### config.mk
export PLATFORM = sky130hd
export DESIGN_NAME = adder_bist_ctrl
export DESIGN_NICKNAME = d
export VERILOG_FILES = /design/src/rtl/adder_bist_ctrl.sv
export SDC_FILE = /design/constraint.sdc
export NUM_CORES = 1
export LEC_CHECK = 0
export ABC_AREA = 1
export BUFFER_PORTS_ARGS = -buffer_cell sky130_fd_sc_hd__buf_2
export CELL_PAD_IN_SITES_DETAIL_PLACEMENT = 1
export CELL_PAD_IN_SITES_GLOBAL_PLACEMENT = 1
export CORE_ASPECT_RATIO = 0.75
export CORE_MARGIN = 2
export CORE_UTILIZATION = 40
export DETAILED_ROUTE_END_ITERATION = 8
export GPL_ROUTABILITY_DRIVEN = 0
export HOLD_SLACK_MARGIN = 0.15
export PLACE_DENSITY = 0.84
export RECOVER_POWER = 50
export REMOVE_ABC_BUFFERS = 1
export SLEW_MARGIN = 20
export SYNTH_ARGS = -nofsm -noshare
export SYNTH_HDL_FRONTEND = slang
export SYNTH_SLANG_ARGS = --single-unit
### constraint.sdc
create_clock -name clk -period 2.25 [get_ports clk]
set_input_delay 0.225 -clock clk [delete_from_list [all_inputs] [get_ports clk]]
set_output_delay 0.225 -clock clk [all_outputs]
set_load 0.1 [all_outputs]
### src/rtl/adder_bist_ctrl.sv
// Exhaustive BIST controller for the adder family: drives every operand pair, checks
// {carry,sum} after DUT_LAT stages, reports pass, error count and first failing pair.
module adder_bist_ctrl #(
    parameter int unsigned WIDTH   = 1,
    parameter int unsigned DUT_LAT = 0
) (
    input  logic             clk,
    input  logic             rst_n,
    input  logic             start,
    output logic [WIDTH-1:0] a_o,
    output logic [WIDTH-1:0] b_o,
    input  logic [WIDTH-1:0] sum_i,
    input  logic             carry_i,
    output logic             busy,
    output logic             done,
    output logic             pass,
    output logic [15:0]      err_count,
    output logic [WIDTH-1:0] fail_a,
    output logic [WIDTH-1:0] fail_b
);

    localparam int unsigned PW    = 2 * WIDTH;
    localparam int unsigned NPAT  = 1 << PW;
    localparam int unsigned DEPTH = DUT_LAT + 1;
    localparam logic [PW-1:0] LAST_P = PW'(NPAT - 1);

    typedef enum logic [1:0] {S_IDLE, S_RUN, S_DRAIN, S_DONE} state_t;

    typedef struct packed {
        logic             vld;
        logic             last;
        logic [WIDTH:0]   exp;
        logic [WIDTH-1:0] a;
        logic [WIDTH-1:0] b;
    } exp_t;

    state_t           r_state;
    logic [PW-1:0]    r_p;
    logic [WIDTH-1:0] r_a;
    logic [WIDTH-1:0] r_b;
    logic             r_busy;
    logic             r_done;
    logic             r_pass;
    logic [15:0]      r_err;
    logic [WIDTH-1:0] r_fail_a;
    logic [WIDTH-1:0] r_fail_b;
    exp_t             r_pipe [DEPTH];

    logic             w_issue;
    logic [PW-1:0]    w_cur_p;
    exp_t             w_new;
    exp_t             w_out;
    logic             w_mismatch;
    logic [15:0]      w_err_inc;

    // Pattern issue and response check; X/Z on the response counts as a mismatch.
    always_comb begin
        w_issue    = (r_state == S_RUN) || ((r_state == S_IDLE) && start);
        w_cur_p    = (r_state == S_RUN) ? r_p : '0;
        w_new      = '0;
        w_new.vld  = w_issue;
        w_new.last = w_issue && (w_cur_p == LAST_P);
        w_new.a    = w_cur_p[PW-1:WIDTH];
        w_new.b    = w_cur_p[WIDTH-1:0];
        w_new.exp  = {1'b0, w_cur_p[PW-1:WIDTH]} + {1'b0, w_cur_p[WIDTH-1:0]};
        w_out      = r_pipe[DUT_LAT];
        w_mismatch = w_out.vld && ({carry_i, sum_i} !== w_out.exp);
        w_err_inc  = (r_err == 16'hFFFF) ? r_err : r_err + 16'd1;
    end

    always_ff @(posedge clk or negedge rst_n) begin
        if (!rst_n) begin
            r_state  <= S_IDLE;
            r_p      <= '0;
            r_a      <= '0;
            r_b      <= '0;
            r_busy   <= 1'b0;
            r_done   <= 1'b0;
            r_pass   <= 1'b0;
            r_err    <= '0;
            r_fail_a <= '0;
            r_fail_b <= '0;
            for (int i = 0; i < int'(DEPTH); i++) begin
                r_pipe[i] <= '0;
            end
        end else begin
            r_pipe[0] <= w_new;
            for (int i = 1; i < int'(DEPTH); i++) begin
                r_pipe[i] <= r_pipe[i-1];
            end
            r_done <= 1'b0;

            case (r_state)
                S_IDLE: begin
                    r_a <= '0;
                    r_b <= '0;
                    if (start) begin
                        r_err    <= '0;
                        r_fail_a <= '0;
                        r_fail_b <= '0;
                        r_pass   <= 1'b0;
                        r_a      <= w_new.a;
                        r_b      <= w_new.b;
                        r_p      <= w_cur_p + PW'(1);
                        r_busy   <= 1'b1;
                        r_state  <= S_RUN;
                    end
                end
                S_RUN: begin
                    r_a <= w_new.a;
                    r_b <= w_new.b;
                    r_p <= r_p + PW'(1);
                    if (w_new.last) begin
                        r_state <= S_DRAIN;
                    end
                end
                S_DRAIN: begin
                    r_a <= '0;
                    r_b <= '0;
                end
                S_DONE: begin
                    r_state <= S_IDLE;
                end
                default: begin
                    r_state <= S_IDLE;
                end
            endcase

            // A zero count before this compare identifies the first mismatch of the run.
            if (w_mismatch) begin
                r_err <= w_err_inc;
                if (r_err == 16'd0) begin
                    r_fail_a <= w_out.a;
                    r_fail_b <= w_out.b;
                end
            end

            if (w_out.vld && w_out.last) begin
                r_state <= S_DONE;
                r_done  <= 1'b1;
                r_busy  <= 1'b0;
                r_pass  <= (r_err == 16'd0) && !w_mismatch;
            end
        end
    end

    assign a_o       = r_a;
    assign b_o       = r_b;
    assign busy      = r_busy;
    assign done      = r_done;
    assign pass      = r_pass;
    assign err_count = r_err;
    assign fail_a    = r_fail_a;
    assign fail_b    = r_fail_b;

endmodule
==> impl_metrics.env, run 1 <==
export IMPL_die_y_microns=62.29
export IMPL_start_util_pct=41.04
export IMPL_post_cts_repair_setup_buffers=0
export IMPL_crit_top_cell="inv_1"
export IMPL_fin_area_sq_um=2087
export IMPL_grt_start_max_net_pins=34
export IMPL_first_iter_violations=96
export IMPL_io_pins=28
export IMPL_final_setup_viol_count=0
export IMPL_period_share_pct=81.45
export IMPL_final_common_cell="nand2_1"
export IMPL_synth_top_family_by_area="simple AND/OR/NAND/NOR gates"
export IMPL_die_w_microns=81.71
export IMPL_post_cts_resized=0
export IMPL_cts_tree="built"
export IMPL_crit_family="adder cells"
export IMPL_drt_wl_total_microns=4820
export IMPL_skew_ps=4.194
export IMPL_place_area_sq_um=2003
export IMPL_htreeDepth=2
export IMPL_cp_max_fo=6
export IMPL_p_per_area_nw_per_um2=1208
export IMPL_maxCapViolations=0
export IMPL_yosysTopAreaCellShare_pct=45.58
export IMPL_viasPerCell=5.052
export IMPL_synth_xor_xnor_area_share_pct=2.901
export IMPL_io_buffers=27
export IMPL_syn_avg_cell_area_sq_um=7.809
export IMPL_synth_top_area_cell="dfrtp_1"
export IMPL_firstDrtPassIters=4
export IMPL_row_count=21
export IMPL_rsz0062_at_grt="no"
export IMPL_clockBufferDepth=2
export IMPL_ir_drop_uv=714.9
export IMPL_cp_end_kind="register"
export IMPL_layout_common_cells="nand2_1, inv_1, dfrtp_1"
export IMPL_finalMaxSlewViolations=0
export IMPL_final_hold_violation_count=0
export IMPL_startpoint_type="register"
export IMPL_yosysWarnings=0
export IMPL_drc=0
export IMPL_arrival_ps=2040
export IMPL_vias=1637
export IMPL_cp_num_cells=11
export IMPL_drt_antenna_violating_nets=0
export IMPL_tightest_slew_ps=1186
export IMPL_synth_adder_area_share_pct=4.834
export IMPL_cts_root_buffer="clkbuf_8"
export IMPL_syn_inst=232
export IMPL_leakagePower_uw=0.001056
export IMPL_crit_slowest_cell="dfrtp_1"
export IMPL_pre_cts_ws_ps=455.2
export IMPL_fill_cells=574
export IMPL_r2r_cells=11
export IMPL_stdcell_count=324
export IMPL_placed_cells=315
export IMPL_ys_ff_latch=33
export IMPL_ys_top_cells_by_area="dfrtp_1, nand2_1, inv_1"
export IMPL_worst_skew_pair_late_latency_ps=290
export IMPL_drive_above_1_share_pct=15.73
export IMPL_ys_seq_area_share_pct=45.58
export IMPL_synth_compound_area_share_pct=9.116
export IMPL_path_buf_inv=4
export IMPL_dpl_hpwl_microns=3519
export IMPL_cts_sinks=33
export IMPL_muxShareOfSynthArea_pct=0
export IMPL_antenna_cells=0
export IMPL_grt_usage_pct=21.49
export IMPL_avgRoutedWirePerCell_microns=14.88
export IMPL_overflow=0
export IMPL_yosysUniqueCellTypes=25
export IMPL_critPathKind="reg -> reg"
export IMPL_post_synth_and_or_nand_nor_area_fraction_pct=29.70
export IMPL_hold_class="in -> reg"
export IMPL_first_global_vias=1712
export IMPL_crit_path_cell_trace="inv_1, ha_1, nand2_1, inv_1, ha_1, inv_1, nand3_1, nand3_1, inv_1, o21ai_0, o21ai_0"
export IMPL_fin_nets=278
export IMPL_period_minus_slack_ps=1833
export IMPL_antenna_found_initial=0
export IMPL_tns_ps=0
export IMPL_worst_hold_path_num_cells=4
export IMPL_syn_area_sq_um=1812
export IMPL_die_area_sq_um=5089
export IMPL_critical_path_required_ps=2460
export IMPL_max_clock_freq_ghz=0.5457
export IMPL_relSlewSlack_pct=21.29
export IMPL_status="finished clean"
export IMPL_cts_made_buffers=5
export IMPL_slowest_delay_ps=410
export IMPL_coreArea_sq_um=4414
export IMPL_syn_to_final_growth_pct=15.19
export IMPL_grt_pass1_wl_microns=8259
export IMPL_clk_pin_slew_ps=70
export IMPL_setup_ws_ps=417.4
==> worst register-to-register path, stage by stage, from the launching register on <==
cell	delay, ps
dfrtp_1	410
inv_1	100
ha_1	300
nand2_1	110
inv_1	140
ha_1	230
inv_1	70
nand3_1	80
nand3_1	80
inv_1	90
o21ai_0	80
o21ai_0	80
==> worst paths after layout <==
| check | from | to | slack [ps] |
|---|---|---|---|
| max reg2reg | r_state[1] | r_state[0] | 420 |
| min in group asynchronous | rst_n | a_o | 560 |
| min reg2reg | a_o | a_o | 480 |
| max in group asynchronous | rst_n | err_count[7] | 1170 |
| min | start | b_o | 290 |
| max | r_state[1] | r_state[0] | 420 |
==> where the power goes <==
| group | internal [uW] | leakage [uW] | total [uW] | switching (uW) |
|---|---|---|---|---|
| clock network | 215 | 0.0000450 | 446 | 231 |
| logic | 249 | 0.000573 | 1230 | 985 |
| registers | 734 | 0.000438 | 841 | 107 |
==> Yosys cell counts <==
master,number
a21oi_1,1
a31oi_1,1
buf_8,1
dfrtp_1,33
ha_1,7
inv_1,33
inv_2,1
nand2_1,70
nand2_2,2
nand2_4,1
nand2_8,1
nand3_1,18
nand3_2,1
nand4_1,1
nor2_1,18
nor2_2,2
nor2_4,1
nor3_1,3
o21ai_0,22
o21ai_1,2
o21ai_2,3
o21bai_1,1
or2_2,3
xnor2_1,1
xor2_1,5
==> logic make-up after synthesis <==
| family | after synthesis |
|---|---|
| simple gates | 121 |
| buf+inv | 35 |
| flops | 33 |
| compound gates | 30 |
| fa+ha+maj | 7 |
| xor+xnor | 6 |
==> per-layer routing <==
metal	GRT usage, %	wire [microns]	vias to the layer above
met4	6.875	73	0
met1	30.82	2378	800
met3	4.070	181	8
li1	-	-	795
met2	32.79	2186	34
met5	0	0	-
==> final cells by class <==
| cell class | count | area, sq um | share of cell area (%) |
|---|---|---|---|
| inverter | 34 | 127.6 | 6.115 |
| multi-input combinational | 164 | 843.3 | 40.41 |
| clock inverter | 2 | 10.01 | 0.4796 |
| sequential | 33 | 825.8 | 39.57 |
| timing repair buffer | 28 | 136.4 | 6.535 |
| tap | 57 | 71.32 | 3.417 |
| clock buffer | 6 | 72.57 | 3.477 |
==> what timing repair did <==
item / in CTS / in global routing
endpoints found under the hold margin: 33 / 0
hold buffers: 1 / 0
setup endpoints to repair: 0 / 0
==> per-stage QoR <==
stage	hold slack, ps	power (uW)	utilization, %
5_1_grt	317.0	2687	47.28
2_1_floorplan	-70.59	1790	-
3_5_place_dp	335.5	2085	45.38
4_1_cts	300.9	2552	47.48
6_report	294.7	2521	47.28
3_3_place_gp	327.6	2044	45.38
==> state kept, by name, summed over array words and instances (netlist names) <==
register and flops:
r_pipe 6, pass 1, b_o 1, r_p 2, busy 1, err_count 16, fail_b 1, done 1
r_state 2, a_o 1, fail_a 1
Power figures use the tool's default switching activity.
==> run 2: changes to the inputs <==
--- a/config.mk
+++ b/config.mk
@@ -5,17 +5,17 @@
 export SDC_FILE = /design/constraint.sdc
 export NUM_CORES = 1
 export LEC_CHECK = 0
-export ABC_AREA = 1
+export ABC_AREA = 0
 export BUFFER_PORTS_ARGS = -buffer_cell sky130_fd_sc_hd__buf_2
 export CELL_PAD_IN_SITES_DETAIL_PLACEMENT = 1
 export CELL_PAD_IN_SITES_GLOBAL_PLACEMENT = 1
 export CORE_ASPECT_RATIO = 0.75
 export CORE_MARGIN = 2
-export CORE_UTILIZATION = 40
+export CORE_UTILIZATION = 38
 export DETAILED_ROUTE_END_ITERATION = 8
 export GPL_ROUTABILITY_DRIVEN = 0
 export HOLD_SLACK_MARGIN = 0.15
-export PLACE_DENSITY = 0.84
+export PLACE_DENSITY = 0.81
 export RECOVER_POWER = 50
 export REMOVE_ABC_BUFFERS = 1
 export SLEW_MARGIN = 20
==> constraint.sdc (replaced) <==
create_clock -name clk -period 1.6 [get_ports clk]
set_input_delay 0.16 -clock clk [delete_from_list [all_inputs] [get_ports clk]]
set_output_delay 0.16 -clock clk [all_outputs]
set_load 0.1 [all_outputs]
==> impl_metrics.env, run 2 <==
export IMPL_grt_pass1_wl_microns=10100
export IMPL_largest_reg_flops=16
export IMPL_die_y_microns=62.27
export IMPL_critPathKind="reg -> reg"
export IMPL_syn_inst=181
export IMPL_coreArea_sq_um=4414
export IMPL_dpl_hpwl_microns=4163
export IMPL_hold_class="in -> reg"
export IMPL_yosysMostFrequentCell="dfrtp_1"
export IMPL_p_per_area_nw_per_um2=2076
export IMPL_synth_adder_area_share_pct=5.091
export IMPL_first_iter_violations=155
export IMPL_fin_area_sq_um=2688
export IMPL_setup_ws_ps=-351.1
export IMPL_synth_top_family_by_area="simple AND/OR/NAND/NOR gates"
export IMPL_first_global_vias=1980
export IMPL_place_area_sq_um=2273
export IMPL_rsz0062_at_grt="yes"
export IMPL_drive_above_1_share_pct=48.52
export IMPL_die_w_microns=81.70
export IMPL_synth_xor_xnor_area_share_pct=1.018
export IMPL_layout_common_cells="buf_4, dfrtp_1, buf_2"
export IMPL_synth_top_area_cell="dfrtp_1"
export IMPL_ys_ff_latch=33
export IMPL_syn_area_sq_um=1720
export IMPL_ys_top_cells_by_area="dfrtp_1, ha_1, nand2_1"
export IMPL_crit_slowest_cell="dfrtp_1"
export IMPL_synth_flop_cell="dfrtp_1"
export IMPL_cts_sinks=33
export IMPL_yosysTopAreaCellShare_pct=48.00
export IMPL_relSlewSlack_pct=43.17
export IMPL_clk_pin_slew_ps=70
export IMPL_final_setup_viol_count=21
export IMPL_post_synth_and_or_nand_nor_area_fraction_pct=21.75
export IMPL_htreeDepth=2
export IMPL_worst_skew_pair_late_latency_ps=300
export IMPL_muxShareOfSynthArea_pct=2.545
export IMPL_synth_compound_area_share_pct=17.82
export IMPL_avgRoutedWirePerCell_microns=23.13
export IMPL_holdWs_ps=335.3
export IMPL_period_minus_slack_ps=1951
export IMPL_yosysUniqueCellTypes=43
export IMPL_critical_path_required_ps=1820
export IMPL_yosysWarnings=0
export IMPL_cts_root_buffer="clkbuf_8"
export IMPL_ir_drop_uv=950.5
export IMPL_antenna_cells=0
export IMPL_io_pins=28
export IMPL_met1_usage_pct=35.94
export IMPL_path_buf_inv=2
export IMPL_grt_start_max_net_pins=34
export IMPL_grt_usage_pct=26.48
export IMPL_top_usage_layer="met2"
export IMPL_clockBufferDepth=2
export IMPL_start_util_pct=38.97
export IMPL_violations="negative setup slack"
export IMPL_cp_max_fo=6
export IMPL_syn_to_final_growth_pct=56.22
export IMPL_viasPerCell=5.933
export IMPL_status="complete, but fails checks"
export IMPL_final_common_cell="buf_4"
export IMPL_cts_tree="built"
export IMPL_overflow=0
export IMPL_skew_ps=10.63
export IMPL_cp_end_kind="register"
export IMPL_ys_seq_area_share_pct=48.00
export IMPL_drc=0
export IMPL_syn_avg_cell_area_sq_um=9.505
export IMPL_io_buffers=27
export IMPL_crit_path_cell_trace="xnor2_1, buf_4, a21boi_2, mux2i_4, clkbuf_16, o21ai_2, o21ai_1"
export IMPL_synth_common_cells="dfrtp_1, nand2_1, o21ai_1"
export IMPL_slowest_delay_ps=400
export IMPL_leakagePower_uw=0.001306
export IMPL_cts_made_buffers=5
export IMPL_startpoint_type="register"
export IMPL_fin_nets=281
export IMPL_antenna_found_initial=0
export IMPL_cp_num_cells=7
export IMPL_drt_antenna_violating_nets=0
export IMPL_use_met2_pct=41.29
export IMPL_drt_wl_total_microns=7563
export IMPL_pre_cts_ws_ps=-342.3
export IMPL_r2r_cells=7
export IMPL_firstDrtPassIters=4
export IMPL_use_met3_pct=6.541
export IMPL_die_area_sq_um=5087
export IMPL_final_hold_violation_count=0
export IMPL_max_clock_freq_ghz=0.5125
export IMPL_period_share_pct=121.9
export IMPL_maxCapViolations=0
export IMPL_fill_cells=515
export IMPL_arrival_ps=2170
export IMPL_synth_edf_count=0
export IMPL_worst_hold_path_num_cells=4
export IMPL_row_count=21
export IMPL_async_reset_ff_share_pct=100.0
export IMPL_finalMaxSlewViolations=0
export IMPL_tightest_slew_ps=852.4
export IMPL_crit_family="compound AO/OA/AOI/OAI gates"
export IMPL_vias=1940
-- run 2: cell types whose count changed in the layout (fill, tap and decap cells not counted), sizes merged, moves of 5 or more --
cell   change
buf       +62
nand2     -54
inv       -23
nand3     -12
nand4      +8
nor2       -8
a21oi      +6
o31ai      +5
xor2       -5
-- run 2: power breakdown --
group          total (uW)  switching [uW]  internal (uW)
registers            1190             151           1040
clock network         841             333            508
logic                3550            2200           1350
total                5580            2680           2890
-- run 2: metal layers --
metal	share of wire (%)	vias to the layer above
li1	-	837
met1	43	981
met2	46	91
met3	7.0	31
met4	3.8	0
met5	0	-
-- run 2: tightest hold or removal path, delay by kind of cell --
family | cells | cell delay, ps
xor+xnor | 1 | 150
simple gates | 1 | 140
buf+inv | 1 | 90
compound gates | 1 | 60
-- run 2: repair_timing --
action	4_1_cts	5_1_grt
hold buffers	1	0
gates resized for setup	20	35
gates cloned	0	1
endpoints found under the setup margin	21	21
hold endpoints to repair	33	0
setup buffers	1	10
pin swaps	7	16
-- run 2: layout make-up --
type,count,area [sq um],share of cell area [%]
inverter,11,43.79,1.629
tap,57,71.32,2.654
multi-input combinational,133,1010,37.57
clock buffer,7,86.33,3.212
sequential,33,827.0,30.77
timing repair buffer,85,619.3,23.04
clock inverter,1,30.03,1.117
-- run 2: worst paths after layout --
path	from	endpoint	slack, ps
worst max-delay path	r_pipe[2]	err_count[2]	-350
worst min-delay path	carry_i	pass	340
worst max register to register	r_pipe[2]	err_count[2]	-350
worst min register to register	r_pipe[1]	fail_a	480
max in group asynchronous	rst_n	err_count[8]	500
min in group asynchronous	rst_n	a_o	510
-- run 2: cells by family (layout without fill, tap and decap cells) --
family                     count (synthesis)  in the layout
adders and majority gates                  7              7
AOI/OAI and AO/OA                         49             49
muxes                                      3              3
DFF                                       33             33
and+or+nand+nor                           72             72
buffers and inverters                     15            104
xor gates and xnor gates                   2              2
-- run 2: through the flow --
step           total power, uW  utilization, %  setup TNS [ps]  std cells
6_report                  5579           60.88           -5298        327
3_5_place_dp              3849           51.50           -4891        307
5_1_grt                   5823           60.88           -6575        327
3_3_place_gp              3716           51.50           -3285        307
2_1_floorplan             2794               -          -18440        177
4_1_cts                   4842           55.75           -3766        317
==> run 3: changes to the inputs <==
--- a/config.mk
+++ b/config.mk
@@ -11,11 +11,10 @@
 export CELL_PAD_IN_SITES_GLOBAL_PLACEMENT = 1
 export CORE_ASPECT_RATIO = 0.75
 export CORE_MARGIN = 2
-export CORE_UTILIZATION = 38
+export CORE_UTILIZATION = 40
 export DETAILED_ROUTE_END_ITERATION = 8
 export GPL_ROUTABILITY_DRIVEN = 0
-export HOLD_SLACK_MARGIN = 0.15
-export PLACE_DENSITY = 0.81
+export PLACE_DENSITY = 0.82
 export RECOVER_POWER = 50
 export REMOVE_ABC_BUFFERS = 1
 export SLEW_MARGIN = 20
==> constraint.sdc (replaced) <==
create_clock -name clk -period 2.15 [get_ports clk]
set_input_delay 0.215 -clock clk [delete_from_list [all_inputs] [get_ports clk]]
set_output_delay 0.215 -clock clk [all_outputs]
set_load 0.1 [all_outputs]
==> impl_metrics.env, run 3 (synthesis gave the netlist of run 2 again) <==
export IMPL_status="complete, but fails checks"
export IMPL_violations="max-capacitance violations, max-slew violations"
export IMPL_relSlewSlack_pct=-20.16
export IMPL_vias=1632
export IMPL_worst_skew_pair_late_latency_ps=280
export IMPL_cts_root_buffer="clkbuf_8"
export IMPL_critical_path_required_ps=2370
export IMPL_drt_wl_total_microns=4948
export IMPL_die_y_microns=60.80
export IMPL_first_iter_violations=193
export IMPL_holdWs_ps=326.3
export IMPL_antenna_found_initial=0
export IMPL_avgRoutedWirePerCell_microns=17.24
export IMPL_io_buffers=27
export IMPL_drc=0
export IMPL_final_hold_violation_count=0
export IMPL_cp_end_kind="register"
export IMPL_tns_ps=0
export IMPL_grt_usage_pct=21.87
export IMPL_ir_drop_uv=772.5
export IMPL_clk_pin_slew_ps=60
export IMPL_r2r_start="err_count[1]"
export IMPL_io_pins=28
export IMPL_period_share_pct=93.97
export IMPL_dpl_hpwl_microns=3501
export IMPL_first_global_vias=1579
export IMPL_seq_area_sq_um=825.8
export IMPL_finalMaxSlewViolations=34
export IMPL_fin_nets=243
export IMPL_rsz0062_at_grt="no"
export IMPL_cp_max_fo=6
export IMPL_hold_start="carry_i"
export IMPL_period_minus_slack_ps=2020
export IMPL_row_count=20
export IMPL_critPathKind="reg -> reg"
export IMPL_overflow=0
export IMPL_final_common_cell="dfrtp_1"
export IMPL_fill_cells=492
export IMPL_firstDrtPassIters=4
export IMPL_maxCapViolations=1
export IMPL_startpoint_type="register"
export IMPL_arrival_ps=2240
export IMPL_max_clock_freq_ghz=0.4949
export IMPL_finalPower_uw=3063
export IMPL_die_w_microns=79.73
export IMPL_leakagePower_uw=0.001032
export IMPL_cts_sinks=33
export IMPL_grt_start_max_net_pins=34
export IMPL_final_setup_viol_count=0
export IMPL_viasPerCell=5.686
export IMPL_start_util_pct=42.18
export IMPL_antenna_cells=0
export IMPL_skew_ps=7.473
export IMPL_clockBufferDepth=2
export IMPL_hold_class="in -> reg"
export IMPL_htreeDepth=2
export IMPL_largest_reg_flops=16
export IMPL_grt_pass1_wl_microns=7969
export IMPL_cts_made_buffers=5
export IMPL_cp_startpoint="err_count[1]"
export IMPL_drive_above_1_share_pct=24.14
export IMPL_coreArea_sq_um=4079
export IMPL_die_area_sq_um=4847
export IMPL_p_per_area_nw_per_um2=1430
export IMPL_syn_to_final_growth_pct=24.51
export IMPL_tightest_slew_ps=1802
export IMPL_cts_tree="built"
export IMPL_multi_input_area_sq_um=829.5
export IMPL_drt_antenna_violating_nets=0
export IMPL_post_cts_resized=0
export IMPL_layout_common_cells="dfrtp_1, nand2_1, buf_4"
==> run 3: changes by cell type in the layout (fill, tap and decap cells not counted), sizes merged <==
cell         previous run  this run
buf                    81        39
bufinv                  1         0
clkbuf                 10        15
clkinv                  0         1
dlygate4sd3             1         0
==> run 3: area by class of cell <==
class                      count  share of cell area (%)
sequential                    33                   38.55
inverter                      11                   1.928
clock inverter                 1                  0.2336
timing repair buffer          47                   12.85
multi-input combinational    133                   38.73
clock buffer                   7                   4.498
tap                           55                   3.213
==> run 3: where the power goes <==
part | switching (uW) | internal (uW)
logic | 1200 | 475
registers | 103 | 774
clock network | 224 | 289
==> run 3: metrics by stage <==
stage	std cells	setup WS, ps	util [%]	area, sq um
2_1_floorplan	177	-618.2	-	1697
3_3_place_gp	276	124.8	49.72	2028
3_5_place_dp	276	48.09	49.72	2028
4_1_cts	284	38.59	52.21	2130
5_1_grt	287	11.43	52.52	2142
6_report	287	129.6	52.52	2142
==> run 3: final timing paths <==
path	endpoint	slack [ps]	depth (start not counted)
worst min-delay path	pass	330	4
worst max-delay path	err_count[9]	130	7
min in group asynchronous	err_count[8]	400	1
worst min register to register	fail_b	460	2
worst max register to register	err_count[9]	130	7
max in group asynchronous	err_count[1]	690	1
==> run 3: critical path: stages (launching register included) <==
cell	delay, ps
dfrtp_1	360
ha_1	240
nand3_2	100
or4_1	680
mux2i_4	220
buf_4	170
a21o_1	90
a21o_1	110
==> run 3: what timing repair did <==
action	in CTS	in global routing
hold buffers	0	0
setup endpoints to repair	0	13
setup buffers	0	3
==> run 3: metal layers <==
layer  global-route usage, %  part of all wire (%)  routed length, microns
met2                   30.97                    45                    2205
met5                       0                     0                       0
met3                   4.911                   6.5                     324
met1                   32.96                    49                    2400
met4                   7.635                  0.36                      18
